===== src/rtl/xbus_mem_arbiter.sv =====
// xbus_mem_arbiter: round-robin sharing of one xbus slave port
// between NUM_MASTERS requesters, with a per-transaction watchdog.
module xbus_mem_arbiter #(
   parameter int NUM_MASTERS = 4,
   parameter int TIMEOUT     = 64
) (
   input  logic                      clk,
   input  logic                      rst,
   input  logic [NUM_MASTERS-1:0]    m_req,
   input  logic [NUM_MASTERS*32-1:0] m_addr,
   input  logic [NUM_MASTERS*32-1:0] m_data,
   input  logic [NUM_MASTERS-1:0]    m_rnw,
   input  logic [NUM_MASTERS*4-1:0]  m_be,
   output logic [NUM_MASTERS-1:0]    m_ack,
   output logic [NUM_MASTERS-1:0]    m_err,
   output logic [31:0]               m_rdata,
   output logic                      xbs_select,
   output logic [31:0]               xbs_addr,
   output logic [31:0]               xbs_data,
   output logic                      xbs_rnw,
   output logic [3:0]                xbs_be,
   input  logic                      sl_ack,
   input  logic [31:0]               sl_data
);

   localparam int GW = (NUM_MASTERS > 1) ? $clog2(NUM_MASTERS) : 1;
   localparam int WW = $clog2(TIMEOUT);

   typedef enum logic [1:0] {
      S_IDLE,
      S_ISSUE,
      S_WAIT,
      S_DONE
   } state_t;

   state_t                 state_q, state_d;
   logic [GW-1:0]          grant_q, grant_d;
   logic [GW-1:0]          last_q, last_d;
   logic [WW-1:0]          wdog_q, wdog_d;
   logic                   sel_q, sel_d;
   logic [31:0]            addr_q, addr_d;
   logic [31:0]            data_q, data_d;
   logic                   rnw_q, rnw_d;
   logic [3:0]             be_q, be_d;
   logic [NUM_MASTERS-1:0] ack_q, ack_d;
   logic [NUM_MASTERS-1:0] err_q, err_d;
   logic [31:0]            rdata_q, rdata_d;

   logic                   found;
   logic [GW-1:0]          pick;
   logic [GW-1:0]          idx;
   logic [31:0]            req_addr;
   logic [31:0]            req_data;
   logic                   req_rnw;
   logic [3:0]             req_be;

   // Round-robin search starting after the last served master, then
   // mux out the winner's request fields.
   always_comb begin
      found    = 1'b0;
      pick     = '0;
      idx      = '0;
      req_addr = '0;
      req_data = '0;
      req_rnw  = 1'b1;
      req_be   = '0;
      for (int k = 1; k <= NUM_MASTERS; k++) begin
         idx = GW'((int'(last_q) + k) % NUM_MASTERS);
         if (!found && m_req[idx]) begin
            found = 1'b1;
            pick  = idx;
         end
      end
      for (int i = 0; i < NUM_MASTERS; i++) begin
         if (pick == GW'(i)) begin
            req_addr = m_addr[32*i +: 32];
            req_data = m_data[32*i +: 32];
            req_rnw  = m_rnw[i];
            req_be   = m_be[4*i +: 4];
         end
      end
   end

   // Transaction FSM: next state and registered outputs.
   always_comb begin
      state_d = state_q;
      grant_d = grant_q;
      last_d  = last_q;
      wdog_d  = wdog_q;
      sel_d   = 1'b0;
      addr_d  = addr_q;
      data_d  = data_q;
      rnw_d   = rnw_q;
      be_d    = be_q;
      ack_d   = '0;
      err_d   = '0;
      rdata_d = rdata_q;
      unique case (state_q)
         S_IDLE: begin
            if (found) begin
               grant_d = pick;
               addr_d  = req_addr;
               data_d  = req_data;
               rnw_d   = req_rnw;
               be_d    = req_be;
               sel_d   = 1'b1;
               state_d = S_ISSUE;
            end
         end
         S_ISSUE: begin
            wdog_d  = '0;
            state_d = S_WAIT;
         end
         S_WAIT: begin
            if (sl_ack) begin
               ack_d = NUM_MASTERS'(1) << grant_q;
               if (rnw_q) begin
                  rdata_d = sl_data;
               end
               last_d  = grant_q;
               state_d = S_DONE;
            end else if (wdog_q == WW'(TIMEOUT - 1)) begin
               ack_d = NUM_MASTERS'(1) << grant_q;
               err_d = NUM_MASTERS'(1) << grant_q;
               if (rnw_q) begin
                  rdata_d = '0;
               end
               last_d  = grant_q;
               state_d = S_DONE;
            end else begin
               wdog_d = wdog_q + 1'b1;
            end
         end
         S_DONE: begin
            state_d = S_IDLE;
         end
         default: begin
            state_d = S_IDLE;
         end
      endcase
   end

   // State and output registers with synchronous reset.
   always_ff @(posedge clk) begin
      if (rst) begin
         state_q <= S_IDLE;
         grant_q <= '0;
         last_q  <= GW'(NUM_MASTERS - 1);
         wdog_q  <= '0;
         sel_q   <= 1'b0;
         addr_q  <= '0;
         data_q  <= '0;
         rnw_q   <= 1'b1;
         be_q    <= '0;
         ack_q   <= '0;
         err_q   <= '0;
         rdata_q <= '0;
      end else begin
         state_q <= state_d;
         grant_q <= grant_d;
         last_q  <= last_d;
         wdog_q  <= wdog_d;
         sel_q   <= sel_d;
         addr_q  <= addr_d;
         data_q  <= data_d;
         rnw_q   <= rnw_d;
         be_q    <= be_d;
         ack_q   <= ack_d;
         err_q   <= err_d;
         rdata_q <= rdata_d;
      end
   end

   assign m_ack      = ack_q;
   assign m_err      = err_q;
   assign m_rdata    = rdata_q;
   assign xbs_select = sel_q;
   assign xbs_addr   = addr_q;
   assign xbs_data   = data_q;
   assign xbs_rnw    = rnw_q;
   assign xbs_be     = be_q;

endmodule


===== config.mk =====
export PLATFORM = sky130hd
export DESIGN_NAME = xbus_mem_arbiter
export DESIGN_NICKNAME = d
export VERILOG_FILES = /design/src/rtl/xbus_mem_arbiter.sv
export SDC_FILE = /design/constraint.sdc
export NUM_CORES = 1
export LEC_CHECK = 0
export ABC_CLOCK_PERIOD_IN_PS = 2800
export BUFFER_PORTS_ARGS = -buffer_cell sky130_fd_sc_hd__buf_2
export CORE_AREA = 2 2 163 165
export DETAILED_ROUTE_END_ITERATION = 7
export DIE_AREA = 0 0 165 167
export PLACE_DENSITY = 0.58
export RECOVER_POWER = 25
export SLEW_MARGIN = 10
export SYNTH_ARGS = -nofsm -noshare
export SYNTH_HDL_FRONTEND = slang
export SYNTH_SLANG_ARGS = --single-unit
export TNS_END_PERCENT = 10

===== constraint.sdc =====
create_clock -name clk -period 2.8 [get_ports clk]
set_clock_uncertainty 0.05 [all_clocks]
set_input_delay 0.56 -clock clk [delete_from_list [all_inputs] [get_ports clk]]
set_output_delay 0.56 -clock clk [all_outputs]
set_load 0.01 [all_outputs]

==> impl_metrics.env <==
export IMPL_grt_max_degree=68
export IMPL_crit_chain="inv_1 > o311ai_4 > buf_12 > nand2_1 > and3_1 > o21ai_0"
export IMPL_synth_warnings=0
export IMPL_final_antenna_net_count=0
export IMPL_hp_class="in2reg"
export IMPL_setup_violations_final=0
export IMPL_cpPeakStageDelay_ps=730
export IMPL_seq_area_um2=2440
export IMPL_status="finished, final reports clean"
export IMPL_grt_total_usage_pct=17.8
export IMPL_htreeDepth=4
export IMPL_hold_ws_ps=372
export IMPL_path_class="reg2reg"
export IMPL_coreArea_um2=25800
export IMPL_io_pin_count=425
export IMPL_drt_pass1_iter_count=5
export IMPL_cp_max_fo=41
export IMPL_slew_viol_final=0
export IMPL_grt_pass1_wl_mm=38.5
export IMPL_synth_top_family_by_area="simple AND/OR/NAND/NOR gates"
export IMPL_power_frac_comb_pct=38.0
export IMPL_worstMarginPinSlew_ps=926
export IMPL_synth_yosys_seq_area_share_pct=39.2
export IMPL_drc=0
export IMPL_antenna_found_initial=1
export IMPL_num_nets_final=1507
export IMPL_max_freq_ghz=0.452
export IMPL_switching_share_pct=38.3
export IMPL_cts_buffers=17
export IMPL_yosys_mux_area_fraction_pct=3.72
export IMPL_via_count=7310
export IMPL_use_met2_pct=30.1
export IMPL_worstPathArrival_ps=2500
export IMPL_clockPowerShare_pct=30.4
export IMPL_power_density_nw_per_um2=840
export IMPL_die_h_um=167
export IMPL_syn2layout_area_growth_pct=49.3
export IMPL_end_kind="flip-flop"
export IMPL_cts_resized=0
export IMPL_rsz0062_at_grt="false"
export IMPL_clk_path_buf_depth=2
export IMPL_ctsHoldBuffers=0
export IMPL_syn_mean_instance_area_um2=7.88
export IMPL_ys_async_sr_fraction_pct=0
export IMPL_setup_tns_ps=0
export IMPL_period_share_pct=79.0
export IMPL_routed_wl_mm=25.7
export IMPL_nFillCells=2848
export IMPL_min_period_ps=2210
export IMPL_viasPerCell=4.76
export IMPL_cp_start_kind="flip-flop"
export IMPL_portBuffers=424
export IMPL_syn_area_um2=6220
export IMPL_insertion_delay_ps=420
export IMPL_initial_core_util_pct=24.2
export IMPL_critical_path_required_ps=3090
export IMPL_p_seq_share_pct=31.5
export IMPL_gp_congestion=0.896
export IMPL_synth_compound_area_share_pct=24.5
export IMPL_grt_pass1_vias=6906
export IMPL_antennaDiodeCount=0
export IMPL_multi_input_area_um2=3460
export IMPL_worstReg2RegStart="last_q[1]$_SDFFE_PP1P_"
export IMPL_synth_edf_count=0
export IMPL_syn_inst=790
export IMPL_dieArea_um2=27600
export IMPL_synth_adder_area_share_pct=1.01
export IMPL_globalRouteOverflowTotal=0
export IMPL_syn_nets=1110
export IMPL_ys_ff_latch=122
export IMPL_drtIter0Drc=516
export IMPL_num_rows=59
export IMPL_top_usage_layer="met2"
export IMPL_yosys_cell_types_count=54
export IMPL_clk_pin_slew_ps=70
export IMPL_cts_tree="built"
export IMPL_post_cts_setup_buffers=0
export IMPL_synthSimpleGateAreaFrac_pct=25.8
export IMPL_min_from="sl_data[23]"
export IMPL_drive_gt1_share_pct=38.6
export IMPL_use_met1_pct=22.7
export IMPL_critPathLaunch="last_q[1]$_SDFFE_PP1P_"
export IMPL_hold_viol=0
export IMPL_hpwl_mm=19.2
export IMPL_clkSinkCount=122
export IMPL_die_x_um=165
export IMPL_synth_xor_area_share_pct=0
export IMPL_peakVddDrop_mv=0.469
export IMPL_cts_root_buf="clkbuf_16"
export IMPL_route_detailed_wl_per_inst_um=16.7
export IMPL_synthFlopType="dfxtp_1"
export IMPL_internal_power_mw=4.82
export IMPL_met3_usage_pct=4.06
export IMPL_power_switching_mw=2.99
export IMPL_cellLeakagePower_nw=4.20
export IMPL_crit_slowest_cell="o311ai_4"
export IMPL_maxCapViolCount=0
export IMPL_relSlewSlack_pct=38.3
-- worst max-delay path, delay by kind of cell (launching register included) --
kind | cells | cell delay (ps)
AOI/OAI and AO/OA | 2 | 870
buffers and inverters | 2 | 430
DFF | 1 | 510
and+or+nand+nor | 2 | 240
-- kinds of logic after synthesis --
group / count (synthesis)
multiplexers: 17
AO/OA/AOI/OAI: 218
adder cells (fa/ha/maj): 5
AND/OR/NAND/NOR: 349
buffers and inverters: 79
flip-flops: 122
-- worst paths after layout --
| path | to | slack (ps) | depth (start not counted) |
|---|---|---|---|
| setup / recovery | xbs_data[12]$_SDFFE_PP0P_ | 590 | 6 |
| hold / removal | m_rdata[23]$_SDFFE_PP0P_ | 370 | 3 |
| setup reg to reg | xbs_data[12]$_SDFFE_PP0P_ | 590 | 6 |
| hold reg to reg | xbs_data[19]$_SDFFE_PP0P_ | 390 | 2 |
-- layout make-up --
type                    count  area share (%)
clock buffers              17            4.58
well taps                 335            4.51
flip-flops and latches    122            26.3
clock inverters            15            2.17
multi-input cells         589            37.2
repair buffers            451            25.1
inverters                   6           0.242
-- per-stage QoR --
step / power (mW) / cells / utilization [%] / instance area, um2 / worst slack [ps]
after floorplan: 4.22 / 790 / - / 6220 / 623
after global placement: 5.50 / 1502 / 33.8 / 8720 / 132
after detailed placement: 5.54 / 1502 / 33.8 / 8720 / 18.1
after CTS: 7.96 / 1534 / 36.3 / 9350 / 356
after global routing: 8.32 / 1535 / 36.1 / 9300 / 358
final: 7.81 / 1535 / 36.1 / 9300 / 587
-- cell usage in the layout, fill, tap and decap left out, types with 7 or more instances in the layout --
cell,n
a211oi_1,18
a21oi_1,54
a22oi_2,11
and3_1,54
buf_2,367
buf_4,21
clkbuf_1,57
clkbuf_16,17
dfxtp_1,122
inv_6,7
mux2_4,11
nand2_1,195
nand4_1,33
nor2_1,33
nor3_1,8
o21ai_0,32
o21ai_1,25
o221ai_1,53
-- metal layers --
metal / vias to the layer above / share of wire, % / routed length, um
li1: 3657 / - / -
met1: 3337 / 42 / 10900
met2: 290 / 49 / 12600
met3: 24 / 6.7 / 1720
met4: 2 / 1.8 / 454
met5: - / 0.047 / 12
-- power by group through the flow --
| stage | clock network [mW] | registers, mW | logic, mW |
|---|---|---|---|
| after floorplan | 0 | 2.68 | 1.54 |
| after global placement | 0 | 2.48 | 3.02 |
| after detailed placement | 0 | 2.49 | 3.05 |
| after CTS | 2.45 | 2.46 | 3.06 |
| after global routing | 2.53 | 2.53 | 3.26 |
| final | 2.38 | 2.46 | 2.97 |
-- state kept, by name, summed over array words and instances (netlist names), 2 cells and up --
name,flops
wdog_q,6
m_err,4
grant_q,2
xbs_addr,32
xbs_data,32
m_rdata,32
state_q,2
last_q,2
xbs_be,4
m_ack,4
-- cell usage after synthesis (2+ instances only) --
cell type	number	area share (%)
nand2_1	196	12
dfxtp_1	122	39
clkbuf_1	56	3.4
a21oi_1	54	4.3
and3_1	54	5.4
o221ai_1	53	7.5
nor2_1	34	2.1
nand4_1	33	3.3
o21ai_0	32	2.6
o21ai_1	25	2.0
a211oi_1	18	2.2
a22oi_2	11	2.2
mux2_4	11	2.7
buf_4	9	1.1
nor3_1	8	0.64
inv_1	6	0.36
a22oi_1	5	0.60
ha_1	5	1.0
mux2_2	5	0.90
nand2b_1	5	0.50
nand3_1	5	0.40
buf_2	3	0.24
buf_6	3	0.54
a211o_1	2	0.28
and2_1	2	0.20
buf_1	2	0.12
nor2b_1	2	0.20
o21a_1	2	0.24
or4_1	2	0.24
(Power assumes the default switching activity.)
